==> src/rtl/lfsr_pkg.sv <==
// Shared definitions for the LFSR engine: advance-mode encoding and the
// width-generic next-state function used by the datapath.
package lfsr_pkg;

   localparam logic MODE_FIBONACCI = 1'b0;
   localparam logic MODE_GALOIS    = 1'b1;

   localparam int unsigned MAX_BITS = 32;

   // Operates on a 32-bit container; only the low 'bits' positions are meaningful.
   function automatic logic [MAX_BITS-1:0] lfsr_next(
      input logic [MAX_BITS-1:0] state,
      input logic [MAX_BITS-1:0] taps,
      input logic                mode,
      input int unsigned         bits
   );
      logic [MAX_BITS-1:0] mask;
      logic [MAX_BITS-1:0] shifted;
      logic [4:0]          msb_idx;
      mask    = (bits >= MAX_BITS) ? '1 : ((32'd1 << bits) - 32'd1);
      msb_idx = 5'(bits - 1);
      shifted = (state << 1) & mask;
      if (mode == MODE_FIBONACCI) begin
         lfsr_next = shifted | {31'd0, ^(state & taps & mask)};
      end else begin
         lfsr_next = shifted ^ (state[msb_idx] ? (taps & mask) : '0);
      end
   endfunction

endpackage

==> src/rtl/tick_gen.sv <==
// Run-mode divider: counts 0..TICKS-1 while enabled and pulses tick_o on the
// terminal count; a restart or disable returns the count to zero.
module tick_gen #(
   parameter int unsigned TICKS = 6250
) (
   input  logic clk,
   input  logic reset_i,
   input  logic enable_i,
   input  logic restart_i,
   output logic tick_o
);

   localparam int unsigned   CW   = (TICKS > 1) ? $clog2(TICKS) : 1;
   localparam logic [CW-1:0] LAST = CW'(TICKS - 1);

   logic [CW-1:0] count_q;
   logic [CW-1:0] count_d;

   assign tick_o = enable_i && (count_q == LAST);

   // NOTE: next-state gets a default before any branch so no path leaves it unassigned (no latch).
   always_comb begin
      count_d = count_q;
      if (restart_i || !enable_i || (count_q == LAST)) begin
         count_d = '0;
      end else begin
         count_d = count_q + 1'b1;
      end
   end

   // NOTE: state registers use non-blocking assignment so all flops update together at the edge.
   always_ff @(posedge clk or posedge reset_i) begin
      if (reset_i) begin
         count_q <= '0;
      end else begin
         count_q <= count_d;
      end
   end

endmodule

==> src/rtl/lfsr_engine.sv <==
// Width-generic LFSR with run-time taps/seed, Fibonacci or Galois advance,
// zero-state guard and sequence-period measurement.
module lfsr_engine
   import lfsr_pkg::*;
#(
   parameter int unsigned    BITS         = 5,
   parameter int unsigned    TICKS        = 6250,
   parameter logic [BITS-1:0] DEFAULT_TAPS = BITS'(5'b10100),
   parameter int unsigned    COUNT_BITS   = BITS + 1
) (
   input  logic                  clk,
   input  logic                  reset_i,
   input  logic                  run_i,
   input  logic                  step_i,
   input  logic                  mode_i,
   input  logic                  load_seed_i,
   input  logic [BITS-1:0]       seed_i,
   input  logic                  load_taps_i,
   input  logic [BITS-1:0]       taps_i,
   output logic [BITS-1:0]       state_o,
   output logic                  step_o,
   output logic                  lockup_o,
   output logic [COUNT_BITS-1:0] period_o,
   output logic                  period_valid_o
);

   localparam logic [BITS-1:0]       ONE     = BITS'(1);
   localparam logic [COUNT_BITS-1:0] CNT_MAX = '1;

   logic [BITS-1:0]       state_q, state_d;
   logic [BITS-1:0]       taps_q, taps_d;
   logic [BITS-1:0]       seed_q, seed_d;
   logic                  lockup_q, lockup_d;
   logic                  adv_q, adv_d;
   logic                  step_q, step_d;
   logic                  valid_q, valid_d;
   logic [COUNT_BITS-1:0] cnt_q, cnt_d;
   logic [COUNT_BITS-1:0] period_q, period_d;

   logic            tick;
   logic            load_any;
   logic            advance;
   logic [BITS-1:0] next_raw;
   logic [BITS-1:0] next_safe;
   logic [BITS-1:0] seed_safe;

   assign load_any  = load_seed_i | load_taps_i;
   assign advance   = (tick | step_i) & ~load_any;
   assign next_raw  = BITS'(lfsr_next(32'(state_q), 32'(taps_q), mode_i, BITS));
   assign next_safe = (next_raw == '0) ? ONE : next_raw;
   assign seed_safe = (seed_i == '0) ? ONE : seed_i;

   tick_gen #(.TICKS(TICKS)) u_tick_gen (
      .clk       (clk),
      .reset_i   (reset_i),
      .enable_i  (run_i),
      .restart_i (load_any | step_i),
      .tick_o    (tick)
   );

   always_comb begin
      state_d  = state_q;
      taps_d   = taps_q;
      seed_d   = seed_q;
      lockup_d = lockup_q;
      cnt_d    = cnt_q;
      period_d = period_q;
      valid_d  = valid_q;
      adv_d    = advance;
      // step_o trails the visible state change by one cycle.
      step_d   = adv_q;

      if (load_seed_i) begin
         state_d  = seed_safe;
         seed_d   = seed_safe;
         lockup_d = (seed_i == '0);
      end
      if (load_taps_i) begin
         taps_d = taps_i;
      end

      if (load_any) begin
         cnt_d   = '0;
         valid_d = 1'b0;
      end else if (advance) begin
         state_d = next_safe;
         if (next_raw == '0) begin
            lockup_d = 1'b1;
         end
         // A saturated counter can no longer yield a trustworthy period.
         if ((next_safe == seed_q) && (cnt_q != CNT_MAX)) begin
            period_d = cnt_q + 1'b1;
            valid_d  = 1'b1;
            cnt_d    = '0;
         end else if (cnt_q != CNT_MAX) begin
            cnt_d = cnt_q + 1'b1;
         end
      end
   end

   always_ff @(posedge clk or posedge reset_i) begin
      if (reset_i) begin
         state_q  <= ONE;
         taps_q   <= DEFAULT_TAPS;
         seed_q   <= ONE;
         lockup_q <= 1'b0;
         adv_q    <= 1'b0;
         step_q   <= 1'b0;
         valid_q  <= 1'b0;
         cnt_q    <= '0;
         period_q <= '0;
      end else begin
         state_q  <= state_d;
         taps_q   <= taps_d;
         seed_q   <= seed_d;
         lockup_q <= lockup_d;
         adv_q    <= adv_d;
         step_q   <= step_d;
         valid_q  <= valid_d;
         cnt_q    <= cnt_d;
         period_q <= period_d;
      end
   end

   assign state_o        = state_q;
   assign step_o         = step_q;
   assign lockup_o       = lockup_q;
   assign period_o       = period_q;
   assign period_valid_o = valid_q;

endmodule

==> config.mk <==
export PLATFORM = sky130hd
export DESIGN_NAME = lfsr_engine
export DESIGN_NICKNAME = d
export VERILOG_FILES = /design/src/rtl/lfsr_pkg.sv /design/src/rtl/tick_gen.sv /design/src/rtl/lfsr_engine.sv
export SDC_FILE = /design/constraint.sdc
export NUM_CORES = 1
export LEC_CHECK = 0
export ABC_AREA = 1
export BUFFER_PORTS_ARGS = -buffer_cell sky130_fd_sc_hd__buf_2
export CELL_PAD_IN_SITES_DETAIL_PLACEMENT = 0
export CELL_PAD_IN_SITES_GLOBAL_PLACEMENT = 2
export CORE_MARGIN = 4
export CORE_UTILIZATION = 34
export DETAILED_ROUTE_END_ITERATION = 10
export PLACE_DENSITY = 0.89
export SYNTH_ARGS = -nofsm -noshare
export SYNTH_HDL_FRONTEND = slang
export SYNTH_SLANG_ARGS = --single-unit
==> constraint.sdc <==
create_clock -name clk -period 1.8 [get_ports clk]
set_input_delay 0.18 -clock clk [delete_from_list [all_inputs] [get_ports clk]]
set_output_delay 0.18 -clock clk [all_outputs]
set_load 0.05 [all_outputs]
# Yosys cells after proc, flatten, opt, wreduce, memory -nomap -nowiden

Cells that the tools add are included.

Logic and storage cells: 56
Register bits after elaboration: 44
Output and inout port bits: 14

Muxes and demuxes: 19
Reduce and logical (&&, ||, !) cells: 14
Bitwise operators: 8
Add/sub/neg operators: 2
Equality and inequality tests: 3

Operator list:

| kind                    | count |
|---|---|
| $mux W5                 | 7 |
| $reduce_xor A32 Y1      | 1 |
| $mux W6                 | 4 |
| $add A13 B1 Y13 const B | 1 |
| $eq A13 B13 Y1 const B  | 1 |
| $mux W13                | 1 |
| $logic_not A5 Y1        | 2 |
| $mux W1                 | 7 |
| $add A6 B1 Y6 const B   | 1 |
| $ne A6 B6 Y1 const B    | 1 |
| $and A5 B5 Y5           | 1 |
| $eq A5 B5 Y1            | 1 |
| $or A5 B1 Y5            | 1 |
| $xor A5 B5 Y5           | 1 |
| $reduce_and A2 Y1       | 2 |
| $reduce_bool A2 Y1      | 2 |
| $or A1 B1 Y1            | 3 |
| $reduce_and A3 Y1       | 1 |
| $reduce_bool A3 Y1      | 1 |
| $logic_and A1 B1 Y1     | 2 |
| $logic_or A1 B1 Y1      | 2 |
| $and A1 B1 Y1           | 1 |
| $logic_not A1 Y1        | 1 |
| $not A1 Y1              | 1 |

# Longest topological paths before layout

Depth in word-level cells: 11
Depth in mapped cells: 15
Mapped depth without buffers: 15

# Modules after synthesis

Synthesis repeated with hierarchy kept, for this count alone.

Cell total of the unflattened synthesis: 337
Area total of the unflattened synthesis: 2567.5 µm²

Modules (own cells, without submodules):

| module      | sequential area each (µm²) | area each (µm²) | cells each | instances |
|---|---|---|---|---|
| lfsr_engine | 780.7                      | 1740.4          | 224        | 1 |
| tick_gen    | 325.3                      | 827.0           | 113        | 1 |

# Worst setup path before layout

Ideal clock, no wire load.

Kind: reg2reg
Start: register state_q[4], in the netlist state_o[4]
End: register period_q[0], in the netlist period_o[0]
Slack: -0.093 ns
Setup time: 0.118 ns
Required time: 1.682 ns
Arrival time: 1.776 ns
Cell stages (with the launch flop): 8
Clock period less this slack: 1.893 ns
Path buffers: 0
Cell sequence: dfrtp_1 nand3_1 xor2_1 xor2_1 a21oi_1 nand4_2 nand2_1 nand2_1

Word-level cells in the longest chain between the ends: 9

RTL lines:

| what                          | RTL line           | RTL |
|---|---|---|
| start: declaration            | lfsr_engine.sv:30  | `logic [BITS-1:0] state_q, state_d;` |
| start signal: assignment      | lfsr_engine.sv:113 | `state_q <= state_d;` |
| $and A5 B5 Y5                 | lfsr_pkg.sv:24     | `lfsr_next = shifted \| {31'd0, ^(state & taps & mask)};` |
| $reduce_xor A32 Y1            | lfsr_pkg.sv:24     |  |
| $or A5 B1 Y5                  | lfsr_pkg.sv:24     |  |
| $mux W5 *                     | lfsr_pkg.sv:23     | `if (mode == MODE_FIBONACCI) begin` |
| $logic_not A5 Y1              | lfsr_engine.sv:50  | `assign next_safe = (next_raw == '0) ? ONE : next_raw;` |
| $mux W5 *                     | lfsr_engine.sv:50  |  |
| $eq A5 B5 Y1 *                | lfsr_engine.sv:91  | `if ((next_safe == seed_q) && (cnt_q != CNT_MAX)) begin` |
| $logic_and A1 B1 Y1 *         | lfsr_engine.sv:91  |  |
| $reduce_and A3 Y1 (no line) * | --                 |  |
| end signal: assignment        | lfsr_engine.sv:121 | `period_q <= period_d;` |
| end: declaration              | lfsr_engine.sv:38  | `logic [COUNT_BITS-1:0] period_q, period_d;` |

Every way passes the cells marked *; elsewhere a longest branch is shown, timed or not.
A chain may end at the register's enable or synchronous reset.

# Final worst setup path

Start: register state_q[0], in the netlist state_o[0]
End: register period_q[2], in the netlist period_o[2]

The elaborated chain is that of the path after synthesis.

==> impl_metrics.py <==
metrics = {
    "cells_and_area": {
        "final_area_um2": 3110,
        "nets": 370,
        "syn_to_final_growth_pct": 33.1,
        "antennaDiodeCount": 0,
        "fillers": 650,
        "drive_gt1_share_pct": 38.2,
    },
    "setup_path": {
        "crit_chain": "inv_1, xor2_2, xor2_1, nor3_2, nand3_2, nor2_4, nand3_1, nand2_1",
        "cp_num_buf_inv": 1,
        "path_max_fanout": 6,
        "cpMaxStageDelayCell": "dfstp_2",
        "cp.arrival_ns": 2.04,
        "cp_slowest_stage_delay_ns": 0.57,
        "critPathLaunchType": "flip-flop",
        "path_class": "flip-flop to flip-flop",
        "crit_required_ns": 2.04,
        "endpoint_kind": "flip-flop",
        "path_delay_family": "simple AND/OR/NAND/NOR gates",
    },
    "logic_synthesis": {
        "synthCells": 290,
        "synth_xor_area_share_pct": 3.70,
        "ys.warnings.count": 0,
        "synth_top_family_by_area": "simple AND/OR/NAND/NOR gates",
        "avgSynthCellArea_um2": 8.05,
        "synth_fp_nets": 310,
        "synth-adder-area-share_pct": 1.61,
        "yosysUniqueCellTypes": 35,
        "syn_area_um2": 2330,
        "synth-simple-area-share_pct": 33.4,
        "synthMuxAreaShare_pct": 1.93,
        "synth_seq_cells": 44,
        "synth_seq_area_share_pct": 47.4,
        "synth_compound_area_share_pct": 5.57,
    },
    "floorplan": {
        "io_pins": 31,
        "fp-row-count": 29,
        "die_width_um": 90.9,
        "coreArea_um2": 6490,
        "die_h_um": 90.9,
        "dieArea_um2": 8260,
        "initial_utilization_pct": 35.9,
    },
    "placement": {
        "place_area_um2": 2730,
        "hpwl_um": 4140,
        "gp_congestion": 0.758,
        "portBuffers": 30,
        "pre_cts_ws_ns": -0.0434,
    },
    "drt": {
        "first_pass_iters": 4,
        "via_per_inst": 4.79,
        "wl_per_cell_um": 12.8,
        "drc": 0,
        "num_vias": 2050,
        "drt_wl_total_um": 5490,
        "drt_iter0_drc": 66,
        "drtAntennaViolNets": 0,
    },
    "sta": {
        "period_share_pct": 99.9,
        "skew_ns": 0.00469,
        "fin_crit_ns": 1.80,
        "tns_ns": 0,
        "slew_viol_final": 0,
        "fmax_mhz": 556,
        "setup_slack_ns": 0.00205,
        "finalHoldViolations": 0,
        "setup_viol": 0,
        "worst_pin_slew_ns": 0.701,
        "slew_headroom_pct": 53.0,
        "hold_ws_ns": 0.0886,
        "rsz0062_at_grt": "true",
    },
    "clock_tree": {
        "root_buffer": "clkbuf_8",
        "clkLatencyLatePin_ns": 0.30,
        "clk_path_buf_depth": 2,
        "cts_htree_levels": 2,
        "cts_tree": "done",
        "clk_pin_slew_ns": 0.09,
        "cts_num_sinks": 44,
        "cts_buffers": 5,
    },
    "power_and_ir_drop": {
        "power.density_nw_per_um2": 770,
        "irDropWorstVdd_v": 0.000273,
        "leakage_uw": 0.00154,
    },
    "global_routing": {
        "track_usage_pct": 13.8,
        "grt_max_degree": 28,
        "grt_overflow_total": 0,
        "antenna_found_initial": 0,
        "grt_pass1_wl_um": 9270,
        "grt_pass1_vias": 2003,
    },
    "run": {
        "max-cap-violations": 0,
    },
    "worst_hold_path": {
        "holdCritPathClass": "input port to flip-flop",
    },
    "status": {
        "status": "finished, final reports clean",
    },
}
Yosys cell counts:
cell | number | area share [%]
a211oi_1 | 1 | 0.32
a21boi_1 | 1 | 0.32
a21oi_1 | 7 | 1.5
a31oi_1 | 2 | 0.54
buf_2 | 1 | 0.21
clkbuf_1 | 2 | 0.32
clkbuf_8 | 1 | 0.59
clkinv_1 | 1 | 0.16
dfrtp_1 | 40 | 43
dfstp_2 | 4 | 4.5
ha_1 | 3 | 1.6
inv_1 | 31 | 5.0
inv_2 | 1 | 0.16
mux2_2 | 4 | 1.9
nand2_1 | 84 | 14
nand2_2 | 4 | 1.1
nand3_1 | 29 | 6.2
nand3_2 | 2 | 0.86
nand3b_1 | 4 | 1.3
nand4_1 | 1 | 0.27
nand4_2 | 1 | 0.54
nor2_1 | 30 | 4.8
nor2_2 | 1 | 0.27
nor2_4 | 1 | 0.48
nor3_1 | 4 | 0.86
nor3_2 | 2 | 0.86
nor3b_1 | 4 | 1.3
nor3b_2 | 1 | 0.54
nor4_1 | 2 | 0.54
o21a_1 | 2 | 0.64
o21ai_0 | 8 | 1.7
o21ai_1 | 1 | 0.21
o31ai_1 | 1 | 0.32
xor2_1 | 8 | 3.0
xor2_2 | 1 | 0.70
path summary, 6_finish.rpt:
check / start / endpoint / slack [ns] / depth (start not counted)
max in group asynchronous: reset_i / seed_q[0]$_DFFE_PP1P_ / 0.75 / 4
setup / recovery: state_o[0]$_DFF_PP1_ / period_o[2]$_DFFE_PP0P_ / 0.002 / 8
min in group asynchronous: reset_i / taps_q[0]$_DFFE_PP0P_ / 0.44 / 3
hold / removal: taps_i[0] / taps_q[0]$_DFFE_PP0P_ / 0.09 / 3
hold reg to reg: adv_q$_DFF_PP0_ / step_o$_DFF_PP0_ / 0.35 / 0
setup reg to reg: state_o[0]$_DFF_PP1_ / period_o[2]$_DFFE_PP0P_ / 0.002 / 8
where the power goes:
part           leakage (uW)  switching, uW  internal (uW)
Clock             0.0000434            356            311
Combinational      0.000925            405            219
Sequential         0.000571           50.2           1050
worst register-to-register path, delay by kind of cell (launching register included):
| family | cells | cell delay (ns) |
|---|---|---|
| and+or+nand+nor | 5 | 0.72 |
| buffers and inverters | 1 | 0.07 |
| DFF | 1 | 0.57 |
| xor gates and xnor gates | 2 | 0.39 |
layout by cell type (no fill, tap or decap), types with 4 or more instances in the layout:
cell type and n:
dfrtp_2 4, inv_1 27, clkbuf_8 6, nand2_2 12
xor2_1 6, nor2_1 24, nand3_2 18, nand3_1 12
dfrtp_1 36, o21ai_0 8, buf_4 24, dfstp_2 4
nor3b_1 4, inv_2 4, nand2_4 4, nand2_1 72
nand3b_1 4, nor2_2 6, buf_2 30, mux2_2 4
a21oi_1 7
kinds of logic after synthesis:
logic type,after synthesis
and+or+nand+nor,170
DFF,44
buffers and inverters,37
AOI/OAI and AO/OA,23
xor gates and xnor gates,9
muxes,4
adders and majority gates,3
flip-flops by register name (all words and copies together) (netlist names):
register,cells
u_tick_gen.count_q,13
cnt_q,6
period_o,6
seed_q,5
state_o,5
taps_q,5
adv_q,1
lockup_o,1
period_valid_o,1
step_o,1
layout make-up:
type	instances	area, um2	area share [%]
clock buffers	6	82.6	2.66
clock inverters	2	15.0	0.483
inverters	33	124	3.99
multi-input cells	209	1310	42.1
flip-flops and latches	44	1110	35.7
well taps	77	96.3	3.10
repair buffers	57	372	12.0
metal layers:
layer	vias to the layer above	track usage, %	part of all wire [%]	wire [um]
met3	7	3.33	4.0	219
met2	30	23.0	49	2660
met4	0	3.77	1.0	57
met1	963	18.0	46	2550
met5	-	0	0	0
li1	1050	-	-	-
stage by stage:
stage	instances	utilization [%]	power [uW]
4_1_cts	426	45.2	2390
5_1_grt	428	47.9	2540
3_3_place_gp	412	42.0	1650
6_report	428	47.9	2390
2_1_floorplan	290	-	1480
3_5_place_dp	412	42.0	1650
what timing repair did:
action / in CTS / in global routing
resized for setup: 11 / 40
buffers inserted: 5 / 2
pin swaps: 7 / 20
hold buffers: 1 / 0
setup endpoints to repair: 13 / 24
hold endpoints to repair: 14 / 0
No activity file was read; power rests on OpenSTA's default activity.
